<file path="config.mk">
export PLATFORM = sky130hd
export DESIGN_NAME = text_writer
export DESIGN_NICKNAME = d
export VERILOG_FILES = /design/src/rtl/text_writer.sv
export SDC_FILE = /design/constraint.sdc
export NUM_CORES = 1
export LEC_CHECK = 0
export CAP_MARGIN = 15
export CORE_MARGIN = 8
export CORE_UTILIZATION = 59
export DETAILED_ROUTE_END_ITERATION = 6
export GPL_TIMING_DRIVEN = 0
export PLACE_DENSITY = 0.89
export SYNTH_ARGS = -nofsm -noshare
export SYNTH_HDL_FRONTEND = slang
export SYNTH_SLANG_ARGS = --single-unit
</file>
<file path="constraint.sdc">
create_clock -name px_clk -period 4.9 [get_ports px_clk]
set_clock_uncertainty 0.1 [all_clocks]
set_input_delay 0.49 -clock px_clk [delete_from_list [all_inputs] [get_ports px_clk]]
set_output_delay 0.49 -clock px_clk [all_outputs]
set_load 0.02 [all_outputs]
</file>
<file path="src/rtl/text_writer.sv">
// text_writer: terminal-style byte stream to character RAM writer with cursor, row clear and screen clear.
module text_writer #(
  parameter int COLS     = 40,
  parameter int ROWS     = 30,
  parameter int COL_BITS = 6,
  parameter int ROW_BITS = 5
) (
  input  logic                         px_clk,
  input  logic                         rstn,
  input  logic [7:0]                   in_data,
  input  logic                         in_valid,
  output logic                         in_ready,
  output logic [ROW_BITS+COL_BITS-1:0] waddr,
  output logic [7:0]                   wdata,
  output logic                         write_en,
  output logic [ROW_BITS-1:0]          cursor_row,
  output logic [COL_BITS-1:0]          cursor_col
);
  typedef enum logic [1:0] {CLEAR_SCREEN, IDLE, CLEAR_ROW, WRAP} state_t;
  localparam logic [COL_BITS-1:0] LAST_COL = COL_BITS'(COLS - 1);
  localparam logic [ROW_BITS-1:0] LAST_ROW = ROW_BITS'(ROWS - 1);
  localparam logic [COL_BITS:0]   COLS_W   = (COL_BITS + 1)'(COLS);
  localparam logic [ROW_BITS:0]   ROWS_W   = (ROW_BITS + 1)'(ROWS);
  state_t                      state_q, state_d;
  logic [ROW_BITS-1:0]         row_q, row_d, next_row;
  logic [COL_BITS-1:0]         col_q, col_d;
  logic [ROW_BITS:0]           clr_r_q, clr_r_d;
  logic [COL_BITS:0]           clr_c_q, clr_c_d;
  logic                        we_q, we_d, rdy_q, rdy_d;
  logic [ROW_BITS+COL_BITS-1:0] waddr_q, waddr_d;
  logic [7:0]                  wdata_q, wdata_d;
  logic                        accept, printable;
  assign next_row  = (row_q == LAST_ROW) ? '0 : row_q + 1'b1;
  assign accept    = in_valid && rdy_q;
  assign printable = (in_data >= 8'h20) && (in_data <= 8'h7E);
  always_comb begin
    state_d = state_q;
    row_d   = row_q;
    col_d   = col_q;
    clr_r_d = clr_r_q;
    clr_c_d = clr_c_q;
    we_d    = 1'b0;
    waddr_d = waddr_q;
    wdata_d = wdata_q;
    rdy_d   = 1'b0;
    case (state_q)
      CLEAR_SCREEN: begin
        if (clr_r_q == ROWS_W) begin
          state_d = IDLE;
          rdy_d   = 1'b1;
        end else begin
          we_d    = 1'b1;
          waddr_d = {clr_r_q[ROW_BITS-1:0], clr_c_q[COL_BITS-1:0]};
          wdata_d = 8'h20;
          clr_c_d = (clr_c_q == COLS_W - 1'b1) ? '0 : clr_c_q + 1'b1;
          clr_r_d = (clr_c_q == COLS_W - 1'b1) ? clr_r_q + 1'b1 : clr_r_q;
        end
      end
      CLEAR_ROW: begin
        if (clr_c_q == COLS_W) begin
          state_d = IDLE;
          rdy_d   = 1'b1;
        end else begin
          we_d    = 1'b1;
          waddr_d = {row_q, clr_c_q[COL_BITS-1:0]};
          wdata_d = 8'h20;
          clr_c_d = clr_c_q + 1'b1;
        end
      end
      WRAP: begin
        // the cursor already sits on the new row; start clearing it
        we_d    = 1'b1;
        waddr_d = {row_q, {COL_BITS{1'b0}}};
        wdata_d = 8'h20;
        clr_c_d = (COL_BITS + 1)'(1);
        state_d = CLEAR_ROW;
      end
      default: begin
        rdy_d = 1'b1;
        if (accept) begin
          if (printable) begin
            we_d    = 1'b1;
            waddr_d = {row_q, col_q};
            wdata_d = in_data;
            col_d   = (col_q == LAST_COL) ? '0 : col_q + 1'b1;
            row_d   = (col_q == LAST_COL) ? next_row : row_q;
            state_d = (col_q == LAST_COL) ? WRAP : IDLE;
            rdy_d   = (col_q != LAST_COL);
          end else if (in_data == 8'h0A) begin
            we_d    = 1'b1;
            waddr_d = {next_row, {COL_BITS{1'b0}}};
            wdata_d = 8'h20;
            col_d   = '0;
            row_d   = next_row;
            clr_c_d = (COL_BITS + 1)'(1);
            state_d = CLEAR_ROW;
            rdy_d   = 1'b0;
          end else if (in_data == 8'h0D) begin
            col_d = '0;
          end else if (in_data == 8'h08 && col_q != '0) begin
            we_d    = 1'b1;
            waddr_d = {row_q, col_q - 1'b1};
            wdata_d = 8'h20;
            col_d   = col_q - 1'b1;
          end else if (in_data == 8'h0C) begin
            we_d    = 1'b1;
            waddr_d = '0;
            wdata_d = 8'h20;
            row_d   = '0;
            col_d   = '0;
            clr_r_d = '0;
            clr_c_d = (COL_BITS + 1)'(1);
            state_d = CLEAR_SCREEN;
            rdy_d   = 1'b0;
          end
        end
      end
    endcase
  end
  always_ff @(posedge px_clk) begin
    if (!rstn) begin
      state_q <= CLEAR_SCREEN;
      row_q   <= '0;
      col_q   <= '0;
      clr_r_q <= '0;
      clr_c_q <= '0;
      we_q    <= 1'b0;
      waddr_q <= '0;
      wdata_q <= '0;
      rdy_q   <= 1'b0;
    end else begin
      state_q <= state_d;
      row_q   <= row_d;
      col_q   <= col_d;
      clr_r_q <= clr_r_d;
      clr_c_q <= clr_c_d;
      we_q    <= we_d;
      waddr_q <= waddr_d;
      wdata_q <= wdata_d;
      rdy_q   <= rdy_d;
    end
  end
  assign in_ready   = rdy_q;
  assign write_en   = we_q;
  assign waddr      = waddr_q;
  assign wdata      = wdata_q;
  assign cursor_row = row_q;
  assign cursor_col = col_q;
endmodule

</file>
-- Word-level counts from Yosys, hierarchy flattened
Index checks and enable logic that the tools add are counted.
- logic and storage cells: 145
- bits in registers: 47
- bits of input ports: 11
- equal/unequal tests: 29
- reduce and logical (&&, ||, !) cells: 21
- $add $sub $neg: 5
- order comparisons: 2
- mux-type cells: 77
- bitwise gates (word level): 2
- operators by type and width (cell ; count):
    two-way mux 11 bit ; 8
    two-way mux 6 bit ; 13
    two-way mux 8 bit ; 8
    two-way mux 7 bit ; 9
    two-way mux 5 bit ; 7
    case mux 11 bit (3 select lines) ; 1
    == test 8 x 4 -> 1 bit (second input constant) ; 4
    case mux 8 bit (3 select lines) ; 1
    case mux 7 bit (3 select lines) ; 1
    two-way mux 2 bit ; 9
    two-way mux 1 bit ; 16
    == test 7 x 6 -> 1 bit (second input constant) ; 2
    adder 6 x 1 -> 6 bit (second input constant) ; 2
    != test 6 x 3 -> 1 bit (second input constant) ; 2
    case mux 6 bit (2 select lines) ; 1
    AND reduction 6 bit ; 2
    nonzero test 6 bit ; 2
    != test 2 x 1 -> 1 bit (second input constant) ; 5
    != test 2 bit (second input constant) ; 5
    != test 5 x 2 -> 1 bit (second input constant) ; 2
    nonzero test 5 bit ; 2
    AND reduction 9 bit ; 1
    greater-or-equal comparator 8 x 6 -> 1 bit (second input constant) ; 1
    <= comparator 8 x 7 -> 1 bit (second input constant) ; 1
    24 further kinds ; 31

-- Logic depth before layout (Yosys ltp)
Gate-level depths: netlist (run 1).
- depth after elaboration: 8
- depth in mapped cells: 10

-- Worst setup path before layout (run 1)
OpenSTA, ideal clock, no wires.
- path type: in2reg
- start point: in in_data[1]
- end point: reg clr_r_q[5]
- buffers on the path: 0
- arrival time: 2.282 ns
- stages: 5
- slack: 2.397 ns
- path through: or4b_4 -> or4_4 -> o31a_4 -> nor3_1 -> mux2_2
- longest elaborated chain between the ends: 4
- elaborated cells on any way between the ends: 14
- classes of those cells: order compare (2); eq/ne (8); reduce/logical (4)
- ends and longest elaborated chain (item ; RTL line ; RTL):
    start: declaration ; 10 ; input logic [7:0] in_data,
    greater-or-equal comparator 8 x 6 -> 1 bit (tied with other cells) ; 35 ; assign printable = (in_data >= 8'h20) && (in_data <= 8'h7E);
    logical AND 1 bit, on equally long branches ; 35, 100 ;
    != test 2 x 1 -> 1 bit (no line) ; n/a ;
    AND reduction 9 bit (no line) * ; n/a ;
    end signal: assignment ; 135 ; clr_r_q <= clr_r_d;
    end: declaration ; 27 ; logic [ROW_BITS:0] clr_r_q, clr_r_d;
Every way passes the cells marked *; elsewhere a longest branch is shown, timed or not.
A chain may end at the register's enable or synchronous reset.

-- Final worst setup path (run 1)
- start point: reg col_q[0] (netlist: cursor_col[0])
- end point: reg wdata_q[1] (netlist: wdata[1])
- longest elaborated chain between the ends: 8
- elaborated cells on any way between the ends: 10
- classes of those cells: mux (6); reduce/logical (4)
- ends and longest elaborated chain (item ; RTL line ; RTL):
    start: declaration ; 26 ; logic [COL_BITS-1:0] col_q, col_d;
    start signal: assignment ; 134 ; col_q <= col_d;
    nonzero test 6 bit * ; 100 ; end else if (in_data == 8'h08 && col_q != '0) begin
    logical AND 1 bit * ; 100 ;
    two-way mux 8 bit ; 100 ;
    two-way mux 8 bit ; 98 ; end else if (in_data == 8'h0D) begin
    two-way mux 8 bit ; 89 ; end else if (in_data == 8'h0A) begin
    two-way mux 8 bit ; 81 ; if (printable) begin
    two-way mux 8 bit ; 80 ; if (accept) begin
    case mux 8 bit (3 select lines) ; 46 ; case (state_q)
    end signal: assignment ; 139 ; wdata_q <= wdata_d;
    end: declaration ; 31 ; logic [7:0] wdata_q, wdata_d;
Every way passes the cells marked *; elsewhere a longest branch is shown, timed or not. The select of a mux whose other input is x is not followed.

==> impl_metrics.env, run 1 <==
export IMPL_leakage_uw=0.00128
export IMPL_required_ns=5.04
export IMPL_holdWs_ns=0.390
export IMPL_grt_pass1_vias=3116
export IMPL_syn_to_final_growth_pct=19.1
export IMPL_p_total_uw=703
export IMPL_crit_fanout=10
export IMPL_yosys_top_cells_count="47 x dfxtp_1, 27 x a21oi_1, 22 x nor2_1, 21 x clkbuf_1, 21 x o21ai_0"
export IMPL_rrSetupSlack_ns=1.91
export IMPL_die_h_um=88.1
export IMPL_synth_warnings=0
export IMPL_avgSynthCellArea_um2=8.19
export IMPL_ys_ff_latch=47
export IMPL_portBuffers=41
export IMPL_core_um2=5070
export IMPL_relSlewSlack_pct=23.6
export IMPL_nets=443
export IMPL_yosys_cell_types_count=75
export IMPL_crit_type="flip-flop to flip-flop"
export IMPL_status="finished clean"
export IMPL_worstHoldPathCells=1
export IMPL_holdBufCountCts=0
export IMPL_slew_viol_final=0
export IMPL_cts_root_buf="clkbuf_8"
export IMPL_gp_congestion=0.971
export IMPL_slowest_delay_ns=0.84
export IMPL_setup_tns_ns=0
export IMPL_syn_inst=375
export IMPL_peakVddDrop_mv=0.168
export IMPL_post_route_min_period_ns=2.99
export IMPL_postCtsResizedCells=0
export IMPL_drc=0
export IMPL_synth_area_top_cells="dfxtp_1 31%, a21oi_1 4.4%, ha_1 3.7%, o21ai_0 3.4%, a31oi_1 3.1%"
export IMPL_cts_sinks=47
export IMPL_synth_top_area_share_pct=30.6
export IMPL_min_period_over_period_pct=61.1
export IMPL_vias=3461
export IMPL_r2r_start="cursor_col[0]"
export IMPL_cp_arrival_ns=3.13
export IMPL_r2r_end="wdata[1]"
export IMPL_grt_pass1_wl_mm=15.7
export IMPL_final_cells=494
export IMPL_grt_antenna_before_repair=0
export IMPL_holdCritStartpoint="wdata[7]"
export IMPL_htree_levels=2
export IMPL_synthesis_nets=395
export IMPL_syn_area_um2=3070
export IMPL_cap_violations=0
export IMPL_worstHoldEndpoint="wdata[7]"
export IMPL_die_x_um=88.1
export IMPL_synth_flop_cell="dfxtp_1"
export IMPL_cts_tree="done"
export IMPL_reg2reg_depth=9
export IMPL_crit_path_end_kind="flip-flop"
export IMPL_path_cells="clkbuf_1, inv_1, ha_1, nor3b_2, a211oi_4, buf_4, nor4_1, o31ai_1, a21oi_1"
export IMPL_antenna_cells=0
export IMPL_tightest_slew_ns=1.13
export IMPL_power_density_nw_per_um2=192
export IMPL_drtIter0Drc=351
export IMPL_setup_viol=0
export IMPL_postCtsSetupRepairBufs=0
export IMPL_hold_viol=0
export IMPL_cts_clk_slew_worst_paths_ns=0.10
export IMPL_drt_first_pass_iters=5
export IMPL_initial_core_util_pct=60.5
export IMPL_dpl_hpwl_mm=7.20
export IMPL_drt_vias_per_instance=7.01
export IMPL_io_pins=43
export IMPL_dp_cells=486
export IMPL_start_kind="flip-flop"
export IMPL_synth_edff_count=0
export IMPL_setup_slack_ns=1.91
export IMPL_grtUsageTotal_pct=25.5
export IMPL_insertion_delay_ns=0.31
export IMPL_grt_max_degree=16
export IMPL_synth_most_common_cell="dfxtp_1"
export IMPL_yosysTopAreaCell="dfxtp_1"
export IMPL_antenna_left=0
export IMPL_cts_inserted_buffers=5
export IMPL_slowest_stage="nor4_1"
export IMPL_ys_async_sr_fraction_pct=0
export IMPL_wl_per_cell_um=19.8
export IMPL_layout_drive_gt1_share_pct=7.31
export IMPL_dieArea_um2=7770
export IMPL_fmax_mhz=334
export IMPL_finalWirelength_mm=9.79
export IMPL_rows=26
export IMPL_rsz0062_at_grt="no"
export IMPL_yosysSeqAreaShare_pct=30.6
export IMPL_dpl_worst_slack_ns=1.66
export IMPL_grt_ovfl_total=0
export IMPL_cts_buffer_depth=2
export IMPL_holdCritPathClass="flip-flop to flip-flop"
-- where the power goes --
part	switching, uW	internal, uW
Combinational	40.7	23.6
Clock	146	103
Sequential	3.25	386
-- sequential cells by signal, indices dropped and copies added, names as in the netlist --
register	count
state_q	2
clr_c_q	7
cursor_row	5
clr_r_q	6
cursor_col	6
write_en	1
wdata	8
in_ready	1
waddr	11
-- routing by layer --
layer | wire length [um] | vias up | global-route usage [%]
li1 | - | 1582 | -
met1 | 4080 | 1617 | 33.3
met2 | 4310 | 227 | 38.4
met3 | 1030 | 35 | 5.53
met4 | 376 | 0 | 13.1
met5 | 0 | - | 0
-- stage by stage --
step / util, % / cell area, um2
floorplan: - / 3070
global placement: 70.3 / 3570
detailed placement: 70.3 / 3570
CTS: 72.1 / 3660
global route: 72.1 / 3660
finish: 72.1 / 3660
-- cells in the final DEF (no fill, tap or decap), types with 10 or more instances in the layout --
cell,instances
nand2_1,19
nand4_1,10
nor2_1,22
inv_1,13
clkdlybuf4s50_1,41
o21ai_0,21
dfxtp_1,47
a31oi_1,15
clkbuf_1,22
nand3_1,11
o31ai_1,10
a21oi_1,27
-- worst max-delay path by stage --
stage	startpoint	end	cells past startpoint
6_report	cursor_col[0]	wdata[1]	9
5_1_grt	cursor_col[0]	wdata[1]	9
4_1_cts	in_data[6]	cursor_col[1]	7
3_5_place_dp	in_data[6]	cursor_col[4]	7
3_3_place_gp	in_data[6]	cursor_col[1]	7
2_1_floorplan	in_data[1]	clr_r_q[5]	5
-- area by class of cell --
class / instances / area [um2]
buffer: 28 / 114
clock buffer: 6 / 72.6
clock inverter: 2 / 16.3
fill: 416 / 1420
inverter: 13 / 48.8
multi-input combinational: 287 / 1970
sequential: 47 / 941
tap: 70 / 87.6
timing repair buffer: 41 / 410
-- worst max-delay path, delay by kind of cell (launching register included) --
family	cells	cell delay [ns]
buffers and inverters	3	0.59
adders and majority gates	1	0.17
DFF	1	0.34
AOI/OAI and AO/OA	3	0.50
and+or+nand+nor	2	1.21
-- kinds of logic (layout without fill, tap and decap cells) --
| kind of cell | count (synthesis) | in the layout | synth area share [%] |
|---|---|---|---|
| AOI/OAI and AO/OA | 142 | 142 | 33.5 |
| xor gates and xnor gates | 2 | 2 | 0.571 |
| adders and majority gates | 9 | 9 | 3.67 |
| buffers and inverters | 41 | 90 | 5.30 |
| DFF | 47 | 47 | 30.6 |
| muxes | 7 | 7 | 2.40 |
| and+or+nand+nor | 127 | 127 | 24.0 |
Note: power is estimated with default switching activity, not from simulation.
==> run 2, diff against run 1 <==
- CORE_UTILIZATION: 59 -> 55
- PLACE_DENSITY: 0.89 -> 0.84
- clock period: 4.9 -> 3.1 ns (I/O delays scaled with it)
==> impl_metrics.env, run 2 (synthesis results as in run 1) <==
export IMPL_status="finished clean"
export IMPL_vias=3402
export IMPL_slowest_stage="or4_1"
export IMPL_drc=0
export IMPL_grt_pass1_vias=3286
export IMPL_relSlewSlack_pct=53.1
export IMPL_insertion_delay_ns=0.31
export IMPL_mostFrequentLayoutCell="dfxtp_1"
export IMPL_wl_per_cell_um=19.6
export IMPL_dieArea_um2=8230
export IMPL_start_kind="flip-flop"
export IMPL_die_h_um=90.7
export IMPL_grt_max_degree=16
export IMPL_power_density_nw_per_um2=326
export IMPL_io_pins=43
export IMPL_gp_congestion=0.999
export IMPL_cp_arrival_ns=2.93
export IMPL_finalWirelength_mm=9.71
export IMPL_cts_clk_slew_worst_paths_ns=0.10
export IMPL_p_total_uw=1210
export IMPL_placed_cell_area_um2=3570
export IMPL_drt_vias_per_instance=6.86
export IMPL_dpl_hpwl_mm=7.09
export IMPL_antenna_cells=0
export IMPL_dpl_worst_slack_ns=0.0608
export IMPL_final_util_pct=68.1
export IMPL_setup_tns_ns=0
export IMPL_rsz0062_at_grt="no"
export IMPL_cap_violations=0
export IMPL_fillers=480
export IMPL_nets=443
export IMPL_rows=27
export IMPL_cts_buffer_depth=2
export IMPL_leakage_uw=0.00131
export IMPL_slowest_delay_ns=0.52
export IMPL_cts_sinks=47
export IMPL_hold_viol=0
export IMPL_crit_path_end_kind="flip-flop"
export IMPL_initial_core_util_pct=56.5
export IMPL_cts_tree="done"
export IMPL_tightest_slew_ns=0.700
export IMPL_fmax_mhz=353
export IMPL_final_seq_area_um2=941
export IMPL_core_um2=5440
export IMPL_post_route_min_period_ns=2.83
export IMPL_cts_root_buf="clkbuf_8"
export IMPL_grt_pass1_wl_mm=16.1
export IMPL_die_x_um=90.7
export IMPL_grtUsageTotal_pct=23.2
export IMPL_antenna_left=0
export IMPL_grt_ovfl_total=0
export IMPL_peakVddDrop_mv=0.286
export IMPL_portBuffers=41
export IMPL_setup_viol=0
export IMPL_grt_antenna_before_repair=0
export IMPL_slew_viol_final=0
export IMPL_htree_levels=2
export IMPL_drt_first_pass_iters=6
export IMPL_required_ns=3.20
export IMPL_path_cells="clkbuf_1, inv_1, ha_1, nor3b_2, a211oi_4, or4_1, clkbuf_1, a31o_2, o311a_1"
export IMPL_crit_fanout=10
export IMPL_worst_path_most_repeated_cell="clkbuf_1"
export IMPL_min_period_over_period_pct=91.3
export IMPL_largest_reg_flops=11
export IMPL_crit_type="flip-flop to flip-flop"
export IMPL_syn_to_final_growth_pct=20.7
export IMPL_setup_slack_ns=0.270
export IMPL_drtIter0Drc=289
export IMPL_layout_drive_gt1_share_pct=8.02
export IMPL_cts_inserted_buffers=5
export IMPL_holdCritPathClass="input port to flip-flop"
export IMPL_design_area_um2=3710
export IMPL_multi_input_area_um2=1980
export IMPL_final_cell_mix="47 x dfxtp_1, 41 x clkdlybuf4s50_1, 27 x a21oi_1"
run 2: area by class of cell:
type | instances | area share (%)
sequential | 47 | 25.4
clock inverter | 2 | 1.05
buffer | 28 | 3.07
multi-input combinational | 287 | 53.4
timing repair buffer | 41 | 11.1
clock buffer | 6 | 2.23
tap | 72 | 2.43
inverter | 13 | 1.32
run 2: worst paths after layout:
kind | startpoint | endpoint | slack [ns] | cells past startpoint
worst max-delay path | cursor_col[0] | waddr[4] | 0.27 | 9
worst min-delay path | in_data[2] | wdata[2] | 0.28 | 3
worst min register to register | wdata[4] | wdata[4] | 0.38 | 2
worst max register to register | cursor_col[0] | waddr[4] | 0.27 | 9
run 2: critical path: cells and delay by family, from the launching register on:
family	cells	cell delay, ns
AND/OR/NAND/NOR	2	0.93
buffers and inverters	3	0.64
adder cells (fa/ha/maj)	1	0.15
AO/OA/AOI/OAI	3	0.55
flip-flops	1	0.34
run 2: timing repair:
item / in CTS / in global routing
endpoints found under the hold margin: 0 / 0
resized for setup: 0 / 2
setup endpoints to repair: 0 / 9
hold buffers: 0 / 0
setup buffers: 0 / 0
run 2: per-stage QoR:
stage	hold WS [ns]	cells
finish	0.283	496
global route	0.299	496
CTS	0.285	496
detailed placement	0.363	488
global placement	0.359	488
floorplan	0.374	375
run 2: power breakdown:
group	switching [uW]	leakage (uW)	total (uW)	internal [uW]
combinational	63.4	0.000864	101	37.1
sequential	5.34	0.000380	616	610
clock	228	0.0000618	493	266
run 2: metal layers:
metal  GRT usage [%]  wire [um]  share of wire (%)
met5               0          0                  0
met3            5.74        882                9.1
met4            10.3        327                3.4
met2            35.8       4380                 45
met1            29.7       4120                 42
==> run 3, diff against run 2 <==
- PLACE_DENSITY: 0.84 -> 0.8
==> impl_metrics.env, run 3 (synthesis results as in run 1) <==
export IMPL_status="finished clean"
export IMPL_die_h_um=90.7
export IMPL_final_util_pct=67.3
export IMPL_mostFrequentLayoutCell="dfxtp_1"
export IMPL_fillers=505
export IMPL_grt_ovfl_total=0
export IMPL_cts_root_buf="clkbuf_8"
export IMPL_drt_first_pass_iters=5
export IMPL_antenna_cells=0
export IMPL_cap_violations=0
export IMPL_slowest_delay_ns=0.95
export IMPL_tightest_slew_ns=1.07
export IMPL_nets=443
export IMPL_cts_clk_slew_worst_paths_ns=0.09
export IMPL_final_cell_mix="47 x dfxtp_1, 41 x clkdlybuf4s50_1, 27 x a21oi_1"
export IMPL_crit_fanout=9
export IMPL_hold_viol=0
export IMPL_fmax_mhz=341
export IMPL_grt_pass1_vias=3195
export IMPL_multi_input_area_um2=1970
export IMPL_grt_max_degree=15
export IMPL_final_seq_area_um2=941
export IMPL_gp_congestion=0.982
export IMPL_insertion_delay_ns=0.31
export IMPL_holdCritPathClass="input port to flip-flop"
export IMPL_largest_reg_flops=11
export IMPL_cts_sinks=47
export IMPL_antenna_left=0
export IMPL_slew_viol_final=0
export IMPL_setup_viol=0
export IMPL_drt_vias_per_instance=6.87
export IMPL_leakage_uw=0.00128
export IMPL_dieArea_um2=8230
export IMPL_cts_inserted_buffers=5
export IMPL_peakVddDrop_mv=0.286
export IMPL_grt_pass1_wl_mm=15.8
export IMPL_grt_antenna_before_repair=0
export IMPL_holdWs_ns=0.292
export IMPL_drc=0
export IMPL_power_density_nw_per_um2=299
export IMPL_relSlewSlack_pct=27.9
export IMPL_start_kind="flip-flop"
export IMPL_min_period_over_period_pct=94.7
export IMPL_path_cells="clkbuf_1, inv_1, ha_1, nor3b_2, a211oi_4, o41ai_1, nor2_1, o211a_1"
export IMPL_cts_buffer_depth=2
export IMPL_wl_per_cell_um=19.7
export IMPL_core_um2=5440
export IMPL_setup_tns_ns=0
export IMPL_vias=3406
export IMPL_post_route_min_period_ns=2.94
export IMPL_crit_path_end_kind="flip-flop"
export IMPL_path_delay_family="compound AO/OA/AOI/OAI gates"
export IMPL_cp_arrival_ns=3.04
export IMPL_cts_tree="done"
export IMPL_io_pins=43
export IMPL_drtIter0Drc=297
export IMPL_rows=27
export IMPL_holdBufCountCts=0
export IMPL_layout_drive_gt1_share_pct=7.55
export IMPL_dpl_hpwl_mm=7.17
export IMPL_grtUsageTotal_pct=23.0
export IMPL_finalWirelength_mm=9.76
export IMPL_slowest_stage="o41ai_1"
export IMPL_initial_core_util_pct=56.5
export IMPL_crit_type="flip-flop to flip-flop"
export IMPL_crit_buf_inv=2
export IMPL_syn_to_final_growth_pct=19.3
export IMPL_htree_levels=2
export IMPL_portBuffers=41
export IMPL_rsz0062_at_grt="no"
export IMPL_required_ns=3.21
export IMPL_die_x_um=90.7
==> run 3: tightest hold or removal path, delay by kind of cell <==
| family | cells | cell delay, ns |
|---|---|---|
| buf+inv | 1 | 0.15 |
| compound gates | 2 | 0.20 |
==> run 3: path summary, 6_finish.rpt <==
kind,startpoint,to,slack [ns],cells past startpoint
hold / removal,in_data[2],wdata[2],0.29,3
hold reg to reg,wdata[4],wdata[4],0.38,2
setup / recovery,cursor_col[0],cursor_col[4],0.16,8
setup reg to reg,cursor_col[0],cursor_col[4],0.16,8
==> run 3: what timing repair did <==
item | 4_1_cts | 5_1_grt
setup endpoints to repair | 0 | 6
gates resized for setup | 0 | 1
setup buffers | 0 | 0
==> run 3: cell type report <==
cell class              instances  area share, %
flip-flops and latches         47           25.7
repair buffers                 41           11.2
plain buffers                  28           3.11
clock buffers                   6           1.98
well taps                      72           2.46
clock inverters                 2          0.342
multi-input cells             287           53.9
inverters                      13           1.33
==> run 3: metal layers <==
metal  vias up  GRT usage (%)  wire length (um)
met5         -              0                 0
met4         0           9.85               316
met3        33           4.99               838
met2       188           36.5              4380
met1      1594           29.1              4220
li1       1591              -                 -
==> run 3: metrics by stage <==
stage                     power (uW)  cells  worst slack (ns)  instance area, um2
after floorplan                  682    375             0.618                3070
after global placement           727    488            0.0412                3570
after detailed placement         728    488            0.0560                3570
after global routing            1140    496           0.00368                3660
final                           1100    496             0.164                3660
after CTS                       1090    496             0.166                3660
==> run 3: power by group <==
| group | internal (uW) | leakage (uW) | switching (uW) | total (uW) |
|---|---|---|---|---|
| Clock | 158 | 0.0000412 | 220 | 379 |
| Sequential | 610 | 0.000380 | 5.28 | 615 |
| Combinational | 37.2 | 0.000858 | 65.3 | 103 |
| Total | 806 | 0.00128 | 291 | 1100 |
